<file path="config.mk">
export PLATFORM = sky130hd
export DESIGN_NAME = vedic_mac_acc
export DESIGN_NICKNAME = d
export VERILOG_FILES = /design/src/rtl/vedic_mac_acc.sv
export SDC_FILE = /design/constraint.sdc
export NUM_CORES = 1
export LEC_CHECK = 0
export ABC_AREA = 1
export ABC_CLOCK_PERIOD_IN_PS = 3000
export BUFFER_PORTS_ARGS = -buffer_cell sky130_fd_sc_hd__buf_4
export CORE_UTILIZATION = 56
export CTS_BUF_LIST = sky130_fd_sc_hd__clkbuf_16
export DETAILED_ROUTE_END_ITERATION = 6
export PLACE_DENSITY_LB_ADDON = 0.08
export SETUP_SLACK_MARGIN = 0.02
export SKIP_LAST_GASP = 1
export SLEW_MARGIN = 20
export SYNTH_ARGS = -nofsm -noshare
export SYNTH_HDL_FRONTEND = slang
export SYNTH_SLANG_ARGS = --single-unit
export TNS_END_PERCENT = 10
</file>
<file path="constraint.sdc">
create_clock -name clk -period 3 [get_ports clk]
set_input_delay 0.3 -clock clk [delete_from_list [all_inputs] [get_ports clk]]
set_output_delay 0.3 -clock clk [all_outputs]
set_load 0.05 [all_outputs]
</file>
<file path="src/rtl/vedic_mac_acc.sv">
// -----------------------------------------------------------------------------
// vedic_mac_acc
//
// Accumulates FRAME_LEN consecutive products from the pipelined vedic8x8
// multiplier into one dot-product result. The multiplier cannot stall, so
// every valid beat is always accepted. Each completed frame sum is parked in
// a one-entry output register with a valid/ready handshake. If a new result
// completes while the previous one is still unread, the old one is
// overwritten and the sticky lost flag is raised.
//
// Ports:
//   clk        in   rising-edge clock
//   rst        in   synchronous, active-high reset (highest priority)
//   prod_valid in   prod/prod_ovf carry a valid beat this cycle
//   prod       in   [PROD_W-1:0] product from the multiplier
//   prod_ovf   in   multiplier overflow flag for this beat
//   clear      in   synchronous frame abort (drops any concurrent beat)
//   res        out  [ACC_W-1:0] completed frame sum (saturated)
//   res_valid  out  res holds an unread result
//   res_ready  in   sink accepts res this cycle
//   res_sat    out  result was clamped to the maximum value
//   res_ovf    out  some beat in the frame had prod_ovf=1
//   lost       out  sticky: an unread result was overwritten
//   beat_cnt   out  [CNT_W-1:0] beats accepted in the current frame
//   busy       out  a frame is in progress (state ACCUM)
// -----------------------------------------------------------------------------
module vedic_mac_acc #(
    parameter int PROD_W    = 16,
    parameter int ACC_W     = 24,
    parameter int FRAME_LEN = 4,
    parameter int CNT_W     = $clog2(FRAME_LEN)
) (
    input  logic              clk,
    input  logic              rst,
    input  logic              prod_valid,
    input  logic [PROD_W-1:0] prod,
    input  logic              prod_ovf,
    input  logic              clear,
    output logic [ACC_W-1:0]  res,
    output logic              res_valid,
    input  logic              res_ready,
    output logic              res_sat,
    output logic              res_ovf,
    output logic              lost,
    output logic [CNT_W-1:0]  beat_cnt,
    output logic              busy
);

    typedef enum logic {
        IDLE  = 1'b0,
        ACCUM = 1'b1
    } state_t;

    localparam int               SUM_W     = ACC_W + 1;
    localparam logic [CNT_W-1:0] LAST_BEAT = CNT_W'(FRAME_LEN - 1);
    localparam logic [ACC_W-1:0] ACC_MAX   = '1;

    state_t             state_q,     state_d;
    logic [ACC_W-1:0]   acc_q,       acc_d;
    logic               ovf_acc_q,   ovf_acc_d;
    logic               sat_acc_q,   sat_acc_d;
    logic [CNT_W-1:0]   beat_cnt_q,  beat_cnt_d;
    logic [ACC_W-1:0]   res_q,       res_d;
    logic               res_valid_q, res_valid_d;
    logic               res_sat_q,   res_sat_d;
    logic               res_ovf_q,   res_ovf_d;
    logic               lost_q,      lost_d;

    logic [SUM_W-1:0]   sum;
    logic               clamp;
    logic [ACC_W-1:0]   sum_sat;

    // One extra bit catches the carry out of the accumulator. Once acc sits
    // at ACC_MAX any nonzero product clamps again, and a zero product leaves
    // it at ACC_MAX, so a saturated frame stays pinned at the maximum.
    always_comb begin
        sum     = {1'b0, acc_q} + SUM_W'(prod);
        clamp   = sum[ACC_W];
        sum_sat = clamp ? ACC_MAX : sum[ACC_W-1:0];
    end

    // NOTE: every variable gets its hold value first, so no path through the
    // branches below leaves one unassigned and no latch is inferred.
    always_comb begin
        state_d     = state_q;
        acc_d       = acc_q;
        ovf_acc_d   = ovf_acc_q;
        sat_acc_d   = sat_acc_q;
        beat_cnt_d  = beat_cnt_q;
        res_d       = res_q;
        res_valid_d = res_valid_q;
        res_sat_d   = res_sat_q;
        res_ovf_d   = res_ovf_q;
        lost_d      = lost_q;

        // Sink takes the parked result; a completion below may re-raise valid.
        if (res_valid_q && res_ready) begin
            res_valid_d = 1'b0;
        end

        if (clear) begin
            // Abort wins over a concurrent beat; the output register is untouched.
            state_d    = IDLE;
            acc_d      = '0;
            ovf_acc_d  = 1'b0;
            sat_acc_d  = 1'b0;
            beat_cnt_d = '0;
        end else if (prod_valid) begin
            unique case (state_q)
                IDLE: begin
                    // First beat is loaded, not added to whatever acc held.
                    acc_d      = ACC_W'(prod);
                    ovf_acc_d  = prod_ovf;
                    sat_acc_d  = 1'b0;
                    beat_cnt_d = CNT_W'(1);
                    state_d    = ACCUM;
                end
                ACCUM: begin
                    if (beat_cnt_q == LAST_BEAT) begin
                        res_d       = sum_sat;
                        res_sat_d   = sat_acc_q | clamp;
                        res_ovf_d   = ovf_acc_q | prod_ovf;
                        res_valid_d = 1'b1;
                        // Overwriting a result the sink has not taken loses it.
                        lost_d      = lost_q | (res_valid_q & ~res_ready);
                        acc_d       = '0;
                        ovf_acc_d   = 1'b0;
                        sat_acc_d   = 1'b0;
                        beat_cnt_d  = '0;
                        state_d     = IDLE;
                    end else begin
                        acc_d      = sum_sat;
                        ovf_acc_d  = ovf_acc_q | prod_ovf;
                        sat_acc_d  = sat_acc_q | clamp;
                        beat_cnt_d = beat_cnt_q + CNT_W'(1);
                    end
                end
            endcase
        end
    end

    // NOTE: registers use non-blocking assignments so every flop samples its
    // _d value from before the edge, independent of statement order.
    always_ff @(posedge clk) begin
        if (rst) begin
            state_q     <= IDLE;
            acc_q       <= '0;
            ovf_acc_q   <= 1'b0;
            sat_acc_q   <= 1'b0;
            beat_cnt_q  <= '0;
            res_q       <= '0;
            res_valid_q <= 1'b0;
            res_sat_q   <= 1'b0;
            res_ovf_q   <= 1'b0;
            lost_q      <= 1'b0;
        end else begin
            state_q     <= state_d;
            acc_q       <= acc_d;
            ovf_acc_q   <= ovf_acc_d;
            sat_acc_q   <= sat_acc_d;
            beat_cnt_q  <= beat_cnt_d;
            res_q       <= res_d;
            res_valid_q <= res_valid_d;
            res_sat_q   <= res_sat_d;
            res_ovf_q   <= res_ovf_d;
            lost_q      <= lost_d;
        end
    end

    assign res       = res_q;
    assign res_valid = res_valid_q;
    assign res_sat   = res_sat_q;
    assign res_ovf   = res_ovf_q;
    assign lost      = lost_q;
    assign beat_cnt  = beat_cnt_q;
    assign busy      = (state_q == ACCUM);

endmodule
</file>
## Word level (Yosys, flattened, before mapping)

Cells that the tools add are included.

- Output and inout bits: 31
- Input bits: 22
- Logic and storage cells: 39
- Bits in registers: 57

- Equal/unequal tests: 1
- Add/subtract/negate cells: 2
- Reduce and logical (&&, ||, !) cells: 3
- Mux-type cells: 16
- Bitwise operators: 7

Operator list:

| kind | count |
|---|---|
| $mux W24 | 2 |
| $pmux W24 S2 | 1 |
| $add A24 B16 Y25 | 1 |
| $mux W1 | 8 |
| $pmux W1 S2 | 3 |
| $pmux W2 S2 | 1 |
| $reduce_and A4 Y1 | 1 |
| $not A1 Y1 | 3 |
| $or A1 B1 Y1 | 3 |
| $add A2 B1 Y2 const B | 1 |
| $eq A2 B2 Y1 const B | 1 |
| $mux W2 | 1 |
| $reduce_or A2 Y1 | 1 |
| $and A1 B1 Y1 | 1 |
| $logic_and A1 B1 Y1 | 1 |

## Depth between registers and ports, before layout

- Depth after elaboration: 6
- Depth in mapped cells: 13
- Gate-level depth less buffers: 13

## Least setup slack after synthesis

OpenSTA, ideal clock, no wires.

- Kind: input to register
- From: input port prod[0]
- To: register res_q[3] (netlist: res[3])
- Arrival: 1.889 ns
- Path slack: 0.998 ns
- Data required time: 2.887 ns
- Library setup time: 0.113 ns
- Buffers on the path: 0
- Cell stages on the path: 13
- Path through: ha_1 -> fa_1 -> nand2_1 -> nand2_1 -> nand3_1 -> nand2_2 -> nand2_2 -> nand2_4 -> nand2_8 -> inv_6 -> or2_1 -> o21ai_1 -> inv_1

- Longest elaborated chain between the ends: 2

Ends and longest elaborated chain:

| element | RTL line | text |
|---|---|---|
| start: declaration | 36 | `input logic [PROD_W-1:0] prod,` |
| $add A24 B16 Y25 | 77 | `sum = {1'b0, acc_q} + SUM_W'(prod);` |
| $mux W24 | 79 | `sum_sat = clamp ? ACC_MAX : sum[ACC_W-1:0];` |
| end signal: assignment | 162 | `res_q <= res_d;` |
| end: declaration | 63 | `logic [ACC_W-1:0] res_q, res_d;` |

No other way between the ends.
A chain may end at the register's enable or synchronous reset.

## Final worst setup path

- From: register acc_q[0]
- To: register res_q[1] (netlist: res[1])

- Longest elaborated chain between the ends: 2

Ends and longest elaborated chain:

| element | RTL line | text |
|---|---|---|
| start: declaration | 59 | `logic [ACC_W-1:0] acc_q, acc_d;` |
| start signal: assignment | 147 | `acc_q <= '0;` |
| start signal: assignment | 158 | `acc_q <= acc_d;` |
| $add A24 B16 Y25 | 77 |  |
| $mux W24 | 79 |  |

No other way between the ends.

==> flow_summary.yaml <==
finish:
  syn2layout_area_growth_pct: 19.72
  num-nets-final: 703
  n_antenna_cell: 0
  design_area_um2: 4573
  drive_above_1_share_pct: 14.97
power_and_ir_drop:
  p_leak_nw: 2.340
  power-per-cell-area_nw_per_um2: 484.3
  ir_worst_vdd_mv: 0.2882
synth:
  synth_nets: 657
  synth.cell_area_um2: 3820
  synthArstFlopShare_pct: 0
  yosys.cell_count.top_type: "nand2_1"
  avgSynthCellArea_um2: 6.191
  ys_seq_area_share_pct: 29.87
  ys.flop_type: "dfxtp_1"
  synth-edff-count: 0
  synth_common_cells: "171 x nand2_1, 88 x inv_1, 82 x nor2_1"
  yosys_warnings: 0
  syn-instance-count: 617
  synth_top_area_share_pct: 29.87
  synth_top_area_cell: "dfxtp_1"
  ys_ff_latch: 57
  ys_types: 39
  synth.area.top_cells: "dfxtp_1 30%, nand2_1 17%, inv_1 8.6%"
timing:
  fmax_mhz: 425.7
  period_share_pct: 78.30
  fin_setup_tns_ns: 0
  min_period_ns: 2.349
  clock-skew-final_ns: 0.005006
  slew_headroom_pct: 38.26
  fin_hold_ws_ns: 0.2477
  hold_viol: 0
  setup_viol: 0
  report.final.slew_viol_count: 0
  rsz0062_at_grt: "no"
  tightest_slew_ns: 0.9251
critical_path:
  worstReg2RegEnd: "res[1]"
  crit_arrival_ns: 2.57
  end_kind: "register"
  path_delay_family: "simple AND/OR/NAND/NOR gates"
  crit_type: "reg2reg"
  worstPathRequired_ns: 3.22
  critPathLaunchType: "register"
  timing.rr.start: "acc_q[0]"
  cp_max_fo: 19
  slowest_delay_ns: 0.40
  crit_chain: "ha_1 > fa_1 > nand2_1 > nand2_1 > nand3_1 > nand2_2 > nand2_2 > nand2_4 > nand2_8 > inv_6 > or2_1 > o21ai_1 > inv_1"
  cp_num_buf_inv: 2
  worst_r2r_path_depth: 13
  r2r_slack_ns: 0.65
  critPathSlowestCell: "fa_1"
route:
  routed_wl_um: 11070
  postRouteAntennaNets: 0
  drc: 2
  firstDrtPassIters: 7
  wl_per_cell_um: 14.85
  drt_iter0_drc: 265
  vias: 3988
  vias_per_cell: 5.353
floorplanning:
  ios: 53
  fp.dieH_um: 84.59
  fp.dieArea_um2: 7155
  die_x_um: 84.59
  coreArea_um2: 6459
  rows: 29
  initial_utilization_pct: 59.14
grt:
  grt_start_max_net_pins: 35
  global_route.usage.total_pct: 32.86
  grt_pass1_wl_um: 18480
  grt_pass1_vias: 3802
  antenna_found_initial: 0
  gr-total-overflow: 0
cts:
  post-cts-setup-buffers: 0
  cts_root_buf: "clkbuf_16"
  numCtsBuffers: 9
  hold_buffers: 0
  clkTransAtPathRegs_ns: 0.05
  htree_levels: 3
  tritoncts: "done"
  cts_resized: 0
  clock_latency_ns: 0.33
  ctsLongestPathBuffers: 2
  cts.sinks: 57
min_path:
  min_from: "prod_ovf"
  min_to: "ovf_acc_q"
  min_path_type: "in2reg"
  min_path_cells: 3
run:
  cap_violations: 0
place:
  portBuffers: 52
  dpl_cell_area_um2: 4238
  hpwl_um: 8039
  place.gp.congestion: 0.9830
outcome:
  violations: "design-rule violations"
  status: "complete, but fails checks"
[worst max-delay path by stage]
| stage | cells after the start | from | endpoint |
|---|---|---|---|
| 5_1_grt | 13 | acc_q[0] | acc_q[1] |
| 3_5_place_dp | 14 | prod[0] | acc_q[4] |
| 4_1_cts | 13 | acc_q[0] | acc_q[1] |
| 3_3_place_gp | 14 | prod[0] | res[3] |
| 2_1_floorplan | 13 | prod[0] | res[3] |
| 6_report | 13 | acc_q[0] | res[1] |
[metrics by stage]
step | setup WS (ns) | power (mW) | utilization (%) | instances
detailed placement | 0.6021 | 1.059 | 65.61 | 729
global placement | 0.6490 | 1.056 | 65.61 | 729
CTS | 0.6693 | 2.213 | 70.81 | 745
global route | 0.5413 | 2.285 | 70.81 | 745
finish | 0.6510 | 2.215 | 70.81 | 745
floorplan | 0.9976 | 0.9725 | - | 617
[layer usage]
metal	share of wire [%]	vias up	track usage [%]
met1	46	1798	43.44
met3	6.6	13	5.998
met2	47	137	55.80
met4	1.0	0	7.396
met5	0	-	0
li1	-	2040	-
[area by class of cell]
cell class                 count  area (um^2)
inverter                      92        350.3
sequential                    57         1141
clock buffer                   9        225.2
fill                         587         1886
timing repair buffer          54        405.4
tap                           77        96.34
multi-input combinational    449         2245
clock inverter                 7        110.1
[cells by family (layout without fill, tap and decap cells)]
logic type / count (synthesis) / in the layout / share of synthesized area [%]
compound gates: 91 / 91 / 13.23
fa+ha+maj: 18 / 18 / 6.092
buf+inv: 111 / 162 / 11.50
simple gates: 333 / 333 / 37.70
flops: 57 / 57 / 29.87
xor+xnor: 7 / 7 / 1.605
[registers in the layout, summed over array words and instances (netlist names)]
register / cells
res_sat: 1
res_ovf: 1
ovf_acc_q: 1
busy: 1
res_valid: 1
beat_cnt: 2
lost: 1
res: 24
sat_acc_q: 1
acc_q: 24
[placed cells by master, fill, tap and decap left out, types with 3 or more instances in the layout]
cell	netlist	routed
nand2_1	171	171
inv_1	88	89
nor2_1	82	82
dfxtp_1	57	57
buf_4	1	54
nand3_1	43	43
a21oi_1	38	38
o21ai_0	32	32
ha_1	17	17
clkbuf_16	0	9
nand2_2	6	6
a21oi_2	6	6
nand4_1	6	6
xor2_1	5	5
o21ai_1	5	5
nand3_2	5	5
or2_1	4	4
nor2_2	4	4
nand3b_1	3	3
a31oi_1	3	3
bufinv_16	0	3
[worst reg2reg max path: stages, from the launching register on]
cell and delay [ns]:
dfxtp_1 0.31, ha_1 0.24, fa_1 0.40, nand2_1 0.11, nand2_1 0.10, nand3_1 0.12
nand2_2 0.08, nand2_2 0.08, nand2_4 0.09, nand2_8 0.19, inv_6 0.08, or2_1 0.25
o21ai_1 0.14, inv_1 0.06
[where the power goes]
group | internal, mW | switching (mW) | leakage (nW) | total [mW]
clock | 0.803 | 0.361 | 0.164 | 1.16
sequential | 0.768 | 0.00719 | 0.461 | 0.775
combinational | 0.0940 | 0.182 | 1.71 | 0.276
total | 1.66 | 0.550 | 2.34 | 2.21
Power figures use the tool's default switching activity.
